## config.mk

```make
export PLATFORM = sky130hd
export DESIGN_NAME = batch_load_engine_flat
export DESIGN_NICKNAME = d
export VERILOG_FILES = /design/src/rtl/batch_load_engine_pkg.sv /design/src/rtl/batch_load_engine_if.sv /design/src/rtl/batch_load_addr_gen.sv /design/src/rtl/batch_load_engine.sv /design/src/flat_wrapper.sv
export SDC_FILE = /design/constraint.sdc
export NUM_CORES = 1
export LEC_CHECK = 0
export CAP_MARGIN = 20
export CORE_UTILIZATION = 43
export DETAILED_ROUTE_END_ITERATION = 8
export GPL_ROUTABILITY_DRIVEN = 0
export GPL_TIMING_DRIVEN = 0
export PLACE_DENSITY_LB_ADDON = 0.12
export SLEW_MARGIN = 20
export SYNTH_ARGS = -nofsm -noshare
export SYNTH_HDL_FRONTEND = slang
export SYNTH_SLANG_ARGS = --single-unit
```

## constraint.sdc

```tcl
create_clock -name i_clk -period 6.1 [get_ports i_clk]
set_input_delay 0.61 -clock i_clk [delete_from_list [all_inputs] [get_ports i_clk]]
set_output_delay 0.61 -clock i_clk [all_outputs]
set_load 0.02 [all_outputs]
```

## src/rtl/batch_load_engine_pkg.sv

```systemverilog
// Shared constants, state encoding and header builders for the batch load engine.
// Record layout: word 0 batch header, then records of one header plus PKT_WORDS payload words.
package batch_load_engine_pkg;

    localparam int DATA_WIDTH    = 64;
    localparam int DATA_DEPTH    = 65536;
    localparam int ADDR_WIDTH    = $clog2(DATA_DEPTH);
    localparam int PKTS_PER_FLOW = 5;
    localparam int PKT_WORDS     = 8;
    localparam int REC_STRIDE    = 1 + PKT_WORDS;
    localparam int WOFF_W        = $clog2(PKT_WORDS + 1);
    localparam int REC_CNT_W     = 11;

    localparam logic [7:0]            MAGIC       = 8'h55;
    localparam logic [7:0]            LEN_MAX     = 8'd64;
    localparam logic [ADDR_WIDTH-1:0] RESULT_BASE = 16'hFFFC;

    localparam int HDR_LEN_LSB  = 32;
    localparam int HDR_FLOW_LSB = 16;

    typedef enum logic [3:0] {
        S_IDLE,
        S_CLEAR,
        S_RECV,
        S_PAD,
        S_HDR,
        S_COMMIT,
        S_WAITCALC,
        S_READRES,
        S_DONE
    } state_t;

    function automatic logic [3:0] popcount8(input logic [7:0] k);
        logic [3:0] c;
        c = '0;
        for (int i = 0; i < 8; i++) c = c + {3'd0, k[i]};
        return c;
    endfunction

    function automatic logic [DATA_WIDTH-1:0] rec_header(input logic [7:0] len);
        logic [DATA_WIDTH-1:0] h;
        h = '0;
        h[7:0] = MAGIC;
        h[HDR_LEN_LSB +: 8] = len;
        return h;
    endfunction

    function automatic logic [DATA_WIDTH-1:0] batch_header(input logic [7:0] flow);
        logic [DATA_WIDTH-1:0] h;
        h = '0;
        h[7:0] = MAGIC;
        h[HDR_FLOW_LSB +: 8] = flow;
        return h;
    endfunction

endpackage

```

## src/rtl/batch_load_engine_if.sv

```systemverilog
// Packet beat stream into the batch load engine (ready/valid).
interface batch_load_engine_if;
    import batch_load_engine_pkg::*;

    logic [DATA_WIDTH-1:0] pkt_data;
    logic [7:0]            pkt_keep;
    logic                  pkt_valid;
    logic                  pkt_last;
    logic                  pkt_ready;

    modport master (output pkt_data, pkt_keep, pkt_valid, pkt_last, input pkt_ready);
    modport slave  (input pkt_data, pkt_keep, pkt_valid, pkt_last, output pkt_ready);

endinterface

```

## src/rtl/batch_load_addr_gen.sv

```systemverilog
// Record base / payload word counters for the batch layout, plus the last-record compare.
module batch_load_addr_gen
    import batch_load_engine_pkg::*;
(
    input  logic                  i_clk,
    input  logic                  i_rst_n,
    input  logic                  start,
    input  logic [REC_CNT_W-1:0]  rec_total,
    input  logic                  word_inc,
    input  logic                  rec_inc,
    output logic [ADDR_WIDTH-1:0] rec_base,
    output logic [ADDR_WIDTH-1:0] wr_addr,
    output logic                  word_full,
    output logic                  pad_more,
    output logic                  last_rec
);

    logic [WOFF_W-1:0]    word_off;
    logic [REC_CNT_W-1:0] rec_idx;
    logic [REC_CNT_W-1:0] rec_total_q;

    // NOTE: registers are updated with non-blocking assignments so every reader sees pre-edge values.
    always_ff @(posedge i_clk or negedge i_rst_n) begin
        if (!i_rst_n) begin
            rec_base    <= '0;
            word_off    <= '0;
            rec_idx     <= '0;
            rec_total_q <= '0;
        end else if (start) begin
            rec_base    <= ADDR_WIDTH'(1);
            word_off    <= '0;
            rec_idx     <= '0;
            rec_total_q <= rec_total;
        end else if (rec_inc) begin
            rec_base <= rec_base + ADDR_WIDTH'(REC_STRIDE);
            rec_idx  <= rec_idx + REC_CNT_W'(1);
            word_off <= '0;
        end else if (word_inc && !word_full) begin
            word_off <= word_off + WOFF_W'(1);
        end
    end

    // Beat index saturates at PKT_WORDS so oversize packets stay pinned at "full".
    assign word_full = (word_off >= WOFF_W'(PKT_WORDS));
    assign pad_more  = (word_off < WOFF_W'(PKT_WORDS - 1));
    assign wr_addr   = rec_base + ADDR_WIDTH'(1) + ADDR_WIDTH'(word_off);
    assign last_rec  = (rec_idx == rec_total_q - REC_CNT_W'(1));

endmodule

```

## src/rtl/batch_load_engine.sv

```systemverilog
// Writes packet beats into BRAM port A as batch records, commits via word 0, then reads back results.
// Define BATCH_LOAD_PAD_EN to zero-fill unused payload words of short packets.
module batch_load_engine
    import batch_load_engine_pkg::*;
(
    input  logic                    i_clk,
    input  logic                    i_rst_n,
    input  logic                    i_batch_start,
    input  logic [7:0]              i_batch_flow_num,
    batch_load_engine_if.slave      pkt,
    output logic [ADDR_WIDTH-1:0]   o_bram_porta_addr,
    output logic [DATA_WIDTH-1:0]   o_bram_porta_din,
    output logic                    o_bram_porta_en,
    output logic [7:0]              o_bram_porta_we,
    input  logic [DATA_WIDTH-1:0]   i_bram_porta_dout,
    input  logic                    i_calc_complete,
    output logic [DATA_WIDTH-1:0]   o_result,
    output logic                    o_result_valid,
    output logic [1:0]              o_result_idx,
    output logic                    o_busy,
    output logic                    o_trunc
);

`ifdef BATCH_LOAD_PAD_EN
    localparam bit PAD_EN = 1'b1;
`else
    localparam bit PAD_EN = 1'b0;
`endif

    state_t               state;
    logic [7:0]           flow_num;
    logic [7:0]           byte_len;
    logic                 calc_q;
    logic [2:0]           rd_step;
    logic                 beat_acc;
    logic                 gen_start;
    logic                 word_inc;
    logic                 rec_inc;
    logic [REC_CNT_W-1:0] rec_total;
    logic [ADDR_WIDTH-1:0] rec_base;
    logic [ADDR_WIDTH-1:0] wr_addr;
    logic                 word_full;
    logic                 pad_more;
    logic                 last_rec;
    logic [8:0]           len_sum;
    logic [7:0]           len_next;

    assign beat_acc  = pkt.pkt_valid && pkt.pkt_ready;
    assign gen_start = (state == S_IDLE) && i_batch_start;
    assign word_inc  = ((state == S_RECV) && beat_acc) || (state == S_PAD);
    assign rec_inc   = (state == S_HDR);
    assign rec_total = REC_CNT_W'(({3'd0, i_batch_flow_num} + REC_CNT_W'(1)) * REC_CNT_W'(PKTS_PER_FLOW));
    assign len_sum   = {1'b0, byte_len} + {5'd0, popcount8(pkt.pkt_keep)};
    assign len_next  = (len_sum > {1'b0, LEN_MAX}) ? LEN_MAX : len_sum[7:0];

    batch_load_addr_gen u_addr_gen (
        .i_clk     (i_clk),
        .i_rst_n   (i_rst_n),
        .start     (gen_start),
        .rec_total (rec_total),
        .word_inc  (word_inc),
        .rec_inc   (rec_inc),
        .rec_base  (rec_base),
        .wr_addr   (wr_addr),
        .word_full (word_full),
        .pad_more  (pad_more),
        .last_rec  (last_rec)
    );

    always_ff @(posedge i_clk or negedge i_rst_n) begin
        if (!i_rst_n) begin
            state             <= S_IDLE;
            flow_num          <= '0;
            byte_len          <= '0;
            calc_q            <= 1'b0;
            rd_step           <= '0;
            pkt.pkt_ready     <= 1'b0;
            o_bram_porta_addr <= '0;
            o_bram_porta_din  <= '0;
            o_bram_porta_en   <= 1'b0;
            o_bram_porta_we   <= '0;
            o_result          <= '0;
            o_result_valid    <= 1'b0;
            o_result_idx      <= '0;
            o_busy            <= 1'b0;
            o_trunc           <= 1'b0;
        end else begin
            calc_q         <= i_calc_complete;
            o_result_valid <= 1'b0;
            case (state)
                S_IDLE: if (i_batch_start) begin
                    flow_num          <= i_batch_flow_num;
                    byte_len          <= '0;
                    o_trunc           <= 1'b0;
                    o_busy            <= 1'b1;
                    o_bram_porta_en   <= 1'b1;
                    o_bram_porta_we   <= 8'hFF;
                    o_bram_porta_addr <= '0;
                    o_bram_porta_din  <= '0;
                    state             <= S_CLEAR;
                end
                S_CLEAR: begin
                    o_bram_porta_en <= 1'b0;
                    o_bram_porta_we <= '0;
                    pkt.pkt_ready   <= 1'b1;
                    state           <= S_RECV;
                end
                S_RECV: begin
                    o_bram_porta_en <= 1'b0;
                    o_bram_porta_we <= '0;
                    if (beat_acc) begin
                        byte_len <= len_next;
                        if (!word_full) begin
                            o_bram_porta_en   <= 1'b1;
                            o_bram_porta_we   <= 8'hFF;
                            o_bram_porta_addr <= wr_addr;
                            o_bram_porta_din  <= pkt.pkt_data;
                        end else begin
                            o_trunc <= 1'b1;
                        end
                        if (pkt.pkt_last) begin
                            pkt.pkt_ready <= 1'b0;
                            state         <= (PAD_EN && pad_more) ? S_PAD : S_HDR;
                        end
                    end
                end
                S_PAD: begin
                    o_bram_porta_en   <= 1'b1;
                    o_bram_porta_we   <= 8'hFF;
                    o_bram_porta_addr <= wr_addr;
                    o_bram_porta_din  <= '0;
                    if (!pad_more) state <= S_HDR;
                end
                S_HDR: begin
                    o_bram_porta_en   <= 1'b1;
                    o_bram_porta_we   <= 8'hFF;
                    o_bram_porta_addr <= rec_base;
                    o_bram_porta_din  <= rec_header(byte_len);
                    byte_len          <= '0;
                    if (last_rec) begin
                        state <= S_COMMIT;
                    end else begin
                        pkt.pkt_ready <= 1'b1;
                        state         <= S_RECV;
                    end
                end
                S_COMMIT: begin
                    o_bram_porta_en   <= 1'b1;
                    o_bram_porta_we   <= 8'hFF;
                    o_bram_porta_addr <= '0;
                    o_bram_porta_din  <= batch_header(flow_num);
                    state             <= S_WAITCALC;
                end
                // The first result read is issued on the falling edge so data lands two cycles into READRES.
                S_WAITCALC: begin
                    o_bram_porta_we <= '0;
                    if (calc_q && !i_calc_complete) begin
                        o_bram_porta_en   <= 1'b1;
                        o_bram_porta_addr <= RESULT_BASE;
                        rd_step           <= '0;
                        state             <= S_READRES;
                    end else begin
                        o_bram_porta_en <= 1'b0;
                    end
                end
                S_READRES: begin
                    if (rd_step < 3'd3) begin
                        o_bram_porta_en   <= 1'b1;
                        o_bram_porta_addr <= RESULT_BASE + ADDR_WIDTH'(rd_step + 3'd1);
                    end else begin
                        o_bram_porta_en <= 1'b0;
                    end
                    if (rd_step != 3'd0) begin
                        o_result       <= i_bram_porta_dout;
                        o_result_valid <= 1'b1;
                        o_result_idx   <= rd_step[1:0] - 2'd1;
                    end
                    if (rd_step == 3'd4) state <= S_DONE;
                    rd_step <= rd_step + 3'd1;
                end
                S_DONE: begin
                    o_busy <= 1'b0;
                    state  <= S_IDLE;
                end
                default: state <= S_IDLE;
            endcase
        end
    end

endmodule

```

## src/flat_wrapper.sv

```systemverilog
// flat-port wrapper written by rule: the top's interface ports become plain ports
module batch_load_engine_flat import batch_load_engine_pkg::*;
  (i_clk, i_rst_n, i_batch_start, i_batch_flow_num, o_bram_porta_addr, o_bram_porta_din, o_bram_porta_en, o_bram_porta_we, i_bram_porta_dout, i_calc_complete, o_result, o_result_valid, o_result_idx, o_busy, o_trunc, pkt_pkt_data, pkt_pkt_keep, pkt_pkt_valid, pkt_pkt_last, pkt_pkt_ready);
  batch_load_engine_if pkt_i ();
  input  logic i_clk;
  input  logic i_rst_n;
  input  logic i_batch_start;
  input  logic [7:0] i_batch_flow_num;
  output logic [ADDR_WIDTH-1:0] o_bram_porta_addr;
  output logic [DATA_WIDTH-1:0] o_bram_porta_din;
  output logic o_bram_porta_en;
  output logic [7:0] o_bram_porta_we;
  input  logic [DATA_WIDTH-1:0] i_bram_porta_dout;
  input  logic i_calc_complete;
  output logic [DATA_WIDTH-1:0] o_result;
  output logic o_result_valid;
  output logic [1:0] o_result_idx;
  output logic o_busy;
  output logic o_trunc;
  input wire logic [$bits(pkt_i.pkt_data)-1:0] pkt_pkt_data;
  input wire logic [$bits(pkt_i.pkt_keep)-1:0] pkt_pkt_keep;
  input wire logic [$bits(pkt_i.pkt_valid)-1:0] pkt_pkt_valid;
  input wire logic [$bits(pkt_i.pkt_last)-1:0] pkt_pkt_last;
  output wire logic [$bits(pkt_i.pkt_ready)-1:0] pkt_pkt_ready;
  assign pkt_i.pkt_data = pkt_pkt_data;
  assign pkt_i.pkt_keep = pkt_pkt_keep;
  assign pkt_i.pkt_valid = pkt_pkt_valid;
  assign pkt_i.pkt_last = pkt_pkt_last;
  assign pkt_pkt_ready = pkt_i.pkt_ready;
  batch_load_engine u_core (.i_clk(i_clk), .i_rst_n(i_rst_n), .i_batch_start(i_batch_start), .i_batch_flow_num(i_batch_flow_num), .pkt(pkt_i), .o_bram_porta_addr(o_bram_porta_addr), .o_bram_porta_din(o_bram_porta_din), .o_bram_porta_en(o_bram_porta_en), .o_bram_porta_we(o_bram_porta_we), .i_bram_porta_dout(i_bram_porta_dout), .i_calc_complete(i_calc_complete), .o_result(o_result), .o_result_valid(o_result_valid), .o_result_idx(o_result_idx), .o_busy(o_busy), .o_trunc(o_trunc));
endmodule
```

==> impl_metrics.tcl, run 1 <==
set metrics [dict create \
    start_util 0.4378 \
    io_pins 309 \
    final_common_cell "nand2_1" \
    layout_min_cycle_time_ps 4589 \
    final.period_utilization 0.7522 \
    ys_warn_count 0 \
    h-tree-depth 1 \
    setup_tns_ps 0 \
    cp.required_ps 6560 \
    timing.hold.ws_ps 11.29 \
    antenna_cells 0 \
    synth_edf_count 0 \
    nNetsFinal 1650 \
    numCtsBuffers 25 \
    cts.hold.buffers_added 0 \
    rows 57 \
    finalSetupViolations 0 \
    netlist_area_sq_um 10650 \
    grt_max_degree 96 \
    maxCapViolCount 0 \
    critPathCaptureType "flop" \
    cts.repair.resized 0 \
    holdCritPathClass "in -> async" \
    drt_pass1_iterations 5 \
    seq_power_share 0.310 \
    hold_violations 0 \
    drv_slew 0 \
    power.internal_uw 4520 \
    synth_seq_cells 218 \
    utilization 0.6156 \
    grt.overflow.total 0 \
    p_comb_frac 0.505 \
    antenna_found_initial 0 \
    fp.dieH_microns 159.4 \
    cts_tree "built" \
    switchingPower_uw 3155 \
    design_area_sq_um 14970 \
    die_w_microns 159.4 \
    clockBufferDepth 3 \
    worstMarginPinSlew_ps 748.6 \
    rsz0062_at_grt "false" \
    fin_skew_ps 11.69 \
    swShare 0.4111 \
    criticalPathCategory "in -> reg" \
    syn_to_final_growth_pct 40.63 \
    dpl.hpwl_microns 23610 \
    synth_cells 1123 \
    fmax_mhz 217.9 \
    dp_cells 1757 \
    track_usage 0.2478 \
    grt_first_pass_wirelength_microns 50380 \
    critPathLaunchType "input pin" \
    vias 9302 \
    core_sq_um 24320 \
    drc_errors 0 \
    postSynthNetCount 1313 \
    clkTransAtPathRegs_ps 60 \
    port_buffers 308 \
    die_area_sq_um 25390 \
    vias_per_cell 5.168 \
    seq_area_frac_synth 0.5124 \
    layout-drive-gt1-share 0.05217 \
    yosysUniqueCellTypes 66 \
    relSlewSlack 0.4963 \
    postRouteAntennaNets 0 \
    postPlaceCellArea_sq_um 14190 \
    cts_root_buf "clkbuf_16" \
    grt_pass1_vias 9001 \
    cp_data_arrival_time_ps 5050 \
    totalWireLength_microns 31030 \
    vdd_drop_max_v 0.0002399 \
    power_frac_clock 0.185 \
    wl_per_cell_microns 17.24 \
    layout_common_cells "313 x nand2_1, 307 x clkdlybuf4s50_1, 218 x dfrtp_1" \
    stdcell_count 1800 \
    cts_setup_buffers 0 \
    status "finished clean" \
    avgSynthCellArea_sq_um 9.480 \
    drtIter0Drc 653 \
    p_leak_uw 0.006783 \
    cp_max_fo 3 \
    clock_latency_ps 520 \
    postSynth.asyncResetShare 1.000 \
    cts_sinks 218 \
    powerDensity_nw_per_um2 512.6 \
    synth_ff_type "dfrtp_1" \
]
==> critical path: stages <==
cell             delay, ps
clkdlybuf4s50_1        400
ha_1                   270
inv_1                   40
fa_1                   490
fa_1                   430
fa_1                   420
fa_1                   560
inv_1                   60
ha_1                   260
a211oi_1               340
o21bai_1               180
nand4_1                130
mux2_2                 350
nor2_1                 180
and3b_1                190
o22a_1                 130
==> cells in the mapped netlist, types with 7 or more instances <==
cell | number | area (sq um)
xor2_1 | 30 | 262.8
a22o_1 | 56 | 490.5
a31oi_1 | 7 | 43.79
ha_1 | 33 | 412.9
and3_1 | 7 | 43.79
fa_1 | 7 | 140.1
xnor2_1 | 23 | 201.4
inv_1 | 35 | 131.4
a22oi_1 | 16 | 120.1
nor3_1 | 16 | 80.08
buf_2 | 12 | 60.06
nand2_1 | 313 | 1175
o21ai_1 | 8 | 40.04
a21oi_1 | 43 | 215.2
nand3_1 | 17 | 85.08
nor2_1 | 51 | 191.4
o311ai_0 | 9 | 78.83
buf_4 | 8 | 60.06
or3_1 | 7 | 43.79
nand2b_1 | 7 | 43.79
o21ai_0 | 68 | 340.3
clkbuf_1 | 33 | 123.9
dfrtp_1 | 218 | 5455
==> cells by family (layout without fill, tap and decap cells) <==
kind of cell    Yosys count  after routing  share of synthesized area
compound gates          251            251                     0.1602
buf+inv                 100            453                    0.04301
xor+xnor                 53             53                    0.04360
fa+ha+maj                40             40                    0.05194
flops                   218            218                     0.5124
simple gates            457            457                     0.1850
mux                       4              4                   0.003878
==> state kept, by name, summed over array words and instances (netlist names), 2 cells and up <==
signal and cells:
u_core.o_bram_porta_din 64, u_core.o_result 64, u_core.o_bram_porta_addr 16, u_core.u_addr_gen.rec_base 16, u_core.u_addr_gen.rec_idx 11, u_core.u_addr_gen.rec_total_q 11
u_core.byte_len 8, u_core.flow_num 8, u_core.state 4, u_core.u_addr_gen.word_off 4, u_core.rd_step 3, u_core.o_result_idx 2
==> path summary, 6_finish.rpt <==
| kind | cells past startpoint | startpoint | slack [ps] | endpoint |
|---|---|---|---|---|
| min in group i_clk | 2 | u_core.o_result[33]$_DFFE_PN0P_ | 470 | u_core.o_result[33]$_DFFE_PN0P_ |
| worst max register to register | 8 | u_core.u_addr_gen.rec_total_q[0]$_DFFE_PN0P_ | 3440 | u_core.state[0]$_DFFE_PN0P_ |
| worst max-delay path | 16 | pkt_pkt_keep[0] | 1510 | u_core.byte_len[4]$_DFFE_PN0P_ |
| max in group asynchronous | 2 | i_rst_n | 5240 | u_core.o_result[5]$_DFFE_PN0P_ |
| worst min register to register | 2 | u_core.o_result[33]$_DFFE_PN0P_ | 470 | u_core.o_result[33]$_DFFE_PN0P_ |
| worst min-delay path | 1 | i_rst_n | 10 | u_core.o_bram_porta_din[48]$_DFFE_PN0P_ |
==> power by group through the flow <==
stage	logic [uW]	clock network [uW]	registers (uW)
2_1_floorplan	1740	0	2880
5_1_grt	4220	1510	2460
4_1_cts	3900	1450	2370
6_report	3880	1420	2380
3_5_place_dp	3880	0	2400
3_3_place_gp	3820	0	2380
==> layer usage <==
layer	global-route usage	routed length (microns)	vias up
met5	0	0	-
met4	0.06556	689	0
met3	0.03829	1575	45
met2	0.4145	15180	298
met1	0.3361	13590	4425
li1	-	-	4534
==> area by class of cell <==
type | count | area [sq um]
Clock inverter | 6 | 61.31
Sequential cell | 218 | 5455
Inverter | 36 | 135.1
Fill cell | 2089 | 9348
Multi-Input combinational cell | 805 | 4738
Tap cell | 324 | 405.4
Clock buffer | 37 | 710.7
Buffer | 64 | 322.8
Timing Repair Buffer | 310 | 3143
==> per-stage QoR <==
stage	setup WS (ps)	power, uW
finish	1511	7674
CTS	1535	7729
global route	1261	8193
floorplan	1729	4612
detailed placement	1006	6276
global placement	-5054	6204
No activity file was read; power rests on OpenSTA's default activity.
==> run 2: changes to the inputs <==
==> constraint.sdc (replaced) <==
create_clock -name i_clk -period 4 [get_ports i_clk]
set_input_delay 0.4 -clock i_clk [delete_from_list [all_inputs] [get_ports i_clk]]
set_output_delay 0.4 -clock i_clk [all_outputs]
set_load 0.02 [all_outputs]
==> run 2 against run 1 <==
  * Clock skew up 0.79 ps
  * Worst hold slack better by 350 ps
  * Final cell count up 0.89%
  * Wire length up 2.4%
  * Setup slack worse by 1400 ps
  * Register-to-register slack worse by 2000 ps
  * Cell area up 1.7%
  * Clock-buffer cell count up 2
  * Sequential cell count unchanged
  * Global-route usage up 0.24 points
  * Die area unchanged
  * Critical path type unchanged
  * Critical endpoint unchanged
  * Highest routed layer is now met5
==> impl_metrics.tcl, run 2 (synthesis gave the netlist of run 1 again) <==
set metrics [dict create \
    vdd_drop_max_v 0.0003991 \
    cts_root_buf "clkbuf_16" \
    grt_pass1_vias 9224 \
    io_pins 309 \
    fmax_mhz 256.2 \
    h-tree-depth 1 \
    die_area_sq_um 25390 \
    cts_sinks 218 \
    drt_pass1_iterations 5 \
    cp.required_ps 4410 \
    postPlaceCellArea_sq_um 14240 \
    fin_skew_ps 12.49 \
    design_area_sq_um 15230 \
    cp_slowest_cell "fa_1" \
    fp.dieH_microns 159.4 \
    grt_max_degree 72 \
    clock_latency_ps 520 \
    clkTransAtPathRegs_ps 60 \
    layout_common_cells "313 x nand2_1, 304 x clkdlybuf4s50_1, 218 x dfrtp_1" \
    syn_to_final_growth_pct 43.05 \
    p_comb_frac 0.508 \
    rows 57 \
    dpl.hpwl_microns 24180 \
    vias 9450 \
    switchingPower_uw 4879 \
    maxCapViolCount 0 \
    cp_data_arrival_time_ps 4310 \
    worstMarginPinSlew_ps 704.4 \
    totalWireLength_microns 31790 \
    max_stage_delay_ps 510 \
    reg_top3 "u_core.o_bram_porta_din x64, u_core.o_result x64" \
    drv_slew 0 \
    holdCritPathClass "in -> reg" \
    timing.hold.ws_ps 364.1 \
    path_cells "clkdlybuf4s50_1, inv_1, fa_1, fa_1, fa_2, fa_2, buf_4, fa_2, nand2b_4, o2bb2ai_4, nor2_2, xnor2_1, a21oi_2, and3b_1, o22a_1" \
    finalSetupViolations 0 \
    port_buffers 308 \
    crit_top_cell "fa_2" \
    powerDensity_nw_per_um2 780.3 \
    utilization 0.6262 \
    antenna_found_initial 3 \
    core_sq_um 24320 \
    p_leak_uw 0.006901 \
    grt.overflow.total 0 \
    criticalPathCategory "in -> reg" \
    swShare 0.4106 \
    status "finished clean" \
    stdcell_count 1816 \
    final.period_utilization 0.9758 \
    postRouteAntennaNets 0 \
    critPathCaptureType "flop" \
    die_w_microns 159.4 \
    crit_family "adder cells" \
    layout_min_cycle_time_ps 3903 \
    hold_violations 0 \
    start_util 0.4378 \
    dp_cells 1758 \
    power_frac_clock 0.186 \
    grt_first_pass_wirelength_microns 50810 \
    power.internal_uw 7004 \
    final_common_cell "nand2_1" \
    seq_power_share 0.306 \
    drc_errors 0 \
    layout-drive-gt1-share 0.07248 \
    nNetsFinal 1662 \
    numCtsBuffers 25 \
    wl_per_cell_microns 17.51 \
    cts_tree "built" \
    setup_tns_ps 0 \
    cp_max_fo 6 \
    path_buf_inv 3 \
    relSlewSlack 0.5260 \
    clockBufferDepth 3 \
    vias_per_cell 5.204 \
    drtIter0Drc 735 \
    critPathLaunchType "input pin" \
    track_usage 0.2502 \
]
[run 2: changes by cell type in the layout (fill, tap and decap cells not counted), moves of 2 or more]
cell	change
o21ai_0	-3
nor2_1	-2
buf_4	+10
o21ai_1	+3
clkdlybuf4s15_1	+2
nand2b_1	-2
ha_1	-2
clkdlybuf4s50_1	-3
diode_2	+2
nand2b_4	+2
clkbuf_8	+2
fa_2	+3
fa_1	-3
[run 2: power groups by stage]
stage	sequential [uW]	combinational (uW)	clock [uW]
final	3630	6040	2210
after global routing	3750	6560	2350
after CTS	3630	5990	2260
after detailed placement	3670	5930	0
after global placement	3640	5840	0
after floorplan	4390	2660	0
[run 2: worst reg2reg max path, stage by stage, from the launching register on]
cell	delay [ps]
dfrtp_1	380
buf_6	140
or3b_1	360
buf_2	200
or3_4	460
nor2_8	140
o311ai_2	190
buf_6	210
buf_2	200
nand2_1	100
o21ai_0	90
[run 2: metal layers]
layer	routed length [microns]	up-vias	global-route usage
met5	13	-	0
met4	941	2	0.08173
met3	1763	60	0.04194
met2	15680	295	0.4228
met1	13390	4539	0.3273
li1	-	4554	-
[run 2: path summary, 6_finish.rpt]
kind	from	endpoint	slack (ps)	cells past startpoint
setup / recovery	pkt_pkt_keep[4]	u_core.byte_len[4]$_DFFE_PN0P_	100	15
hold / removal	i_calc_complete	u_core.calc_q$_DFF_PN0_	360	1
setup reg to reg	u_core.state[2]$_DFFE_PN0P_	u_core.o_bram_porta_din[21]$_DFFE_PN0P_	1410	10
hold reg to reg	u_core.o_result[22]$_DFFE_PN0P_	u_core.o_result[22]$_DFFE_PN0P_	470	2
max in group asynchronous	i_rst_n	u_core.u_addr_gen.rec_total_q[9]$_DFFE_PN0P_	2750	4
min in group asynchronous	i_rst_n	u_core.o_bram_porta_din[57]$_DFFE_PN0P_	370	2
[run 2: area by class of cell]
cell class,instances,area [sq um]
Fill cell,2038,9090
Sequential cell,218,5455
Multi-Input combinational cell,805,4855
Timing Repair Buffer,322,3254
Clock buffer,39,738.2
Tap cell,324,405.4
Buffer,64,322.8
Inverter,36,135.1
Clock inverter,6,58.81
Antenna cell,2,5.005
[run 2: per-stage QoR]
step,total power (uW),worst slack (ps)
finish,11880,96.95
floorplan,7042,-38.07
CTS,11880,10.03
detailed placement,9594,-701.1
global placement,9484,-6896
global route,12660,-10.12
[run 2: what timing repair did]
| action | 4_1_cts | 5_1_grt |
|---|---|---|
| hold endpoints to repair | 43 | 0 |
| hold buffers | 1 | 0 |
| setup endpoints to repair | 5 | 7 |
| pin swaps | 19 | 13 |
| gates resized for setup | 17 | 9 |
| buffers inserted | 4 | 6 |
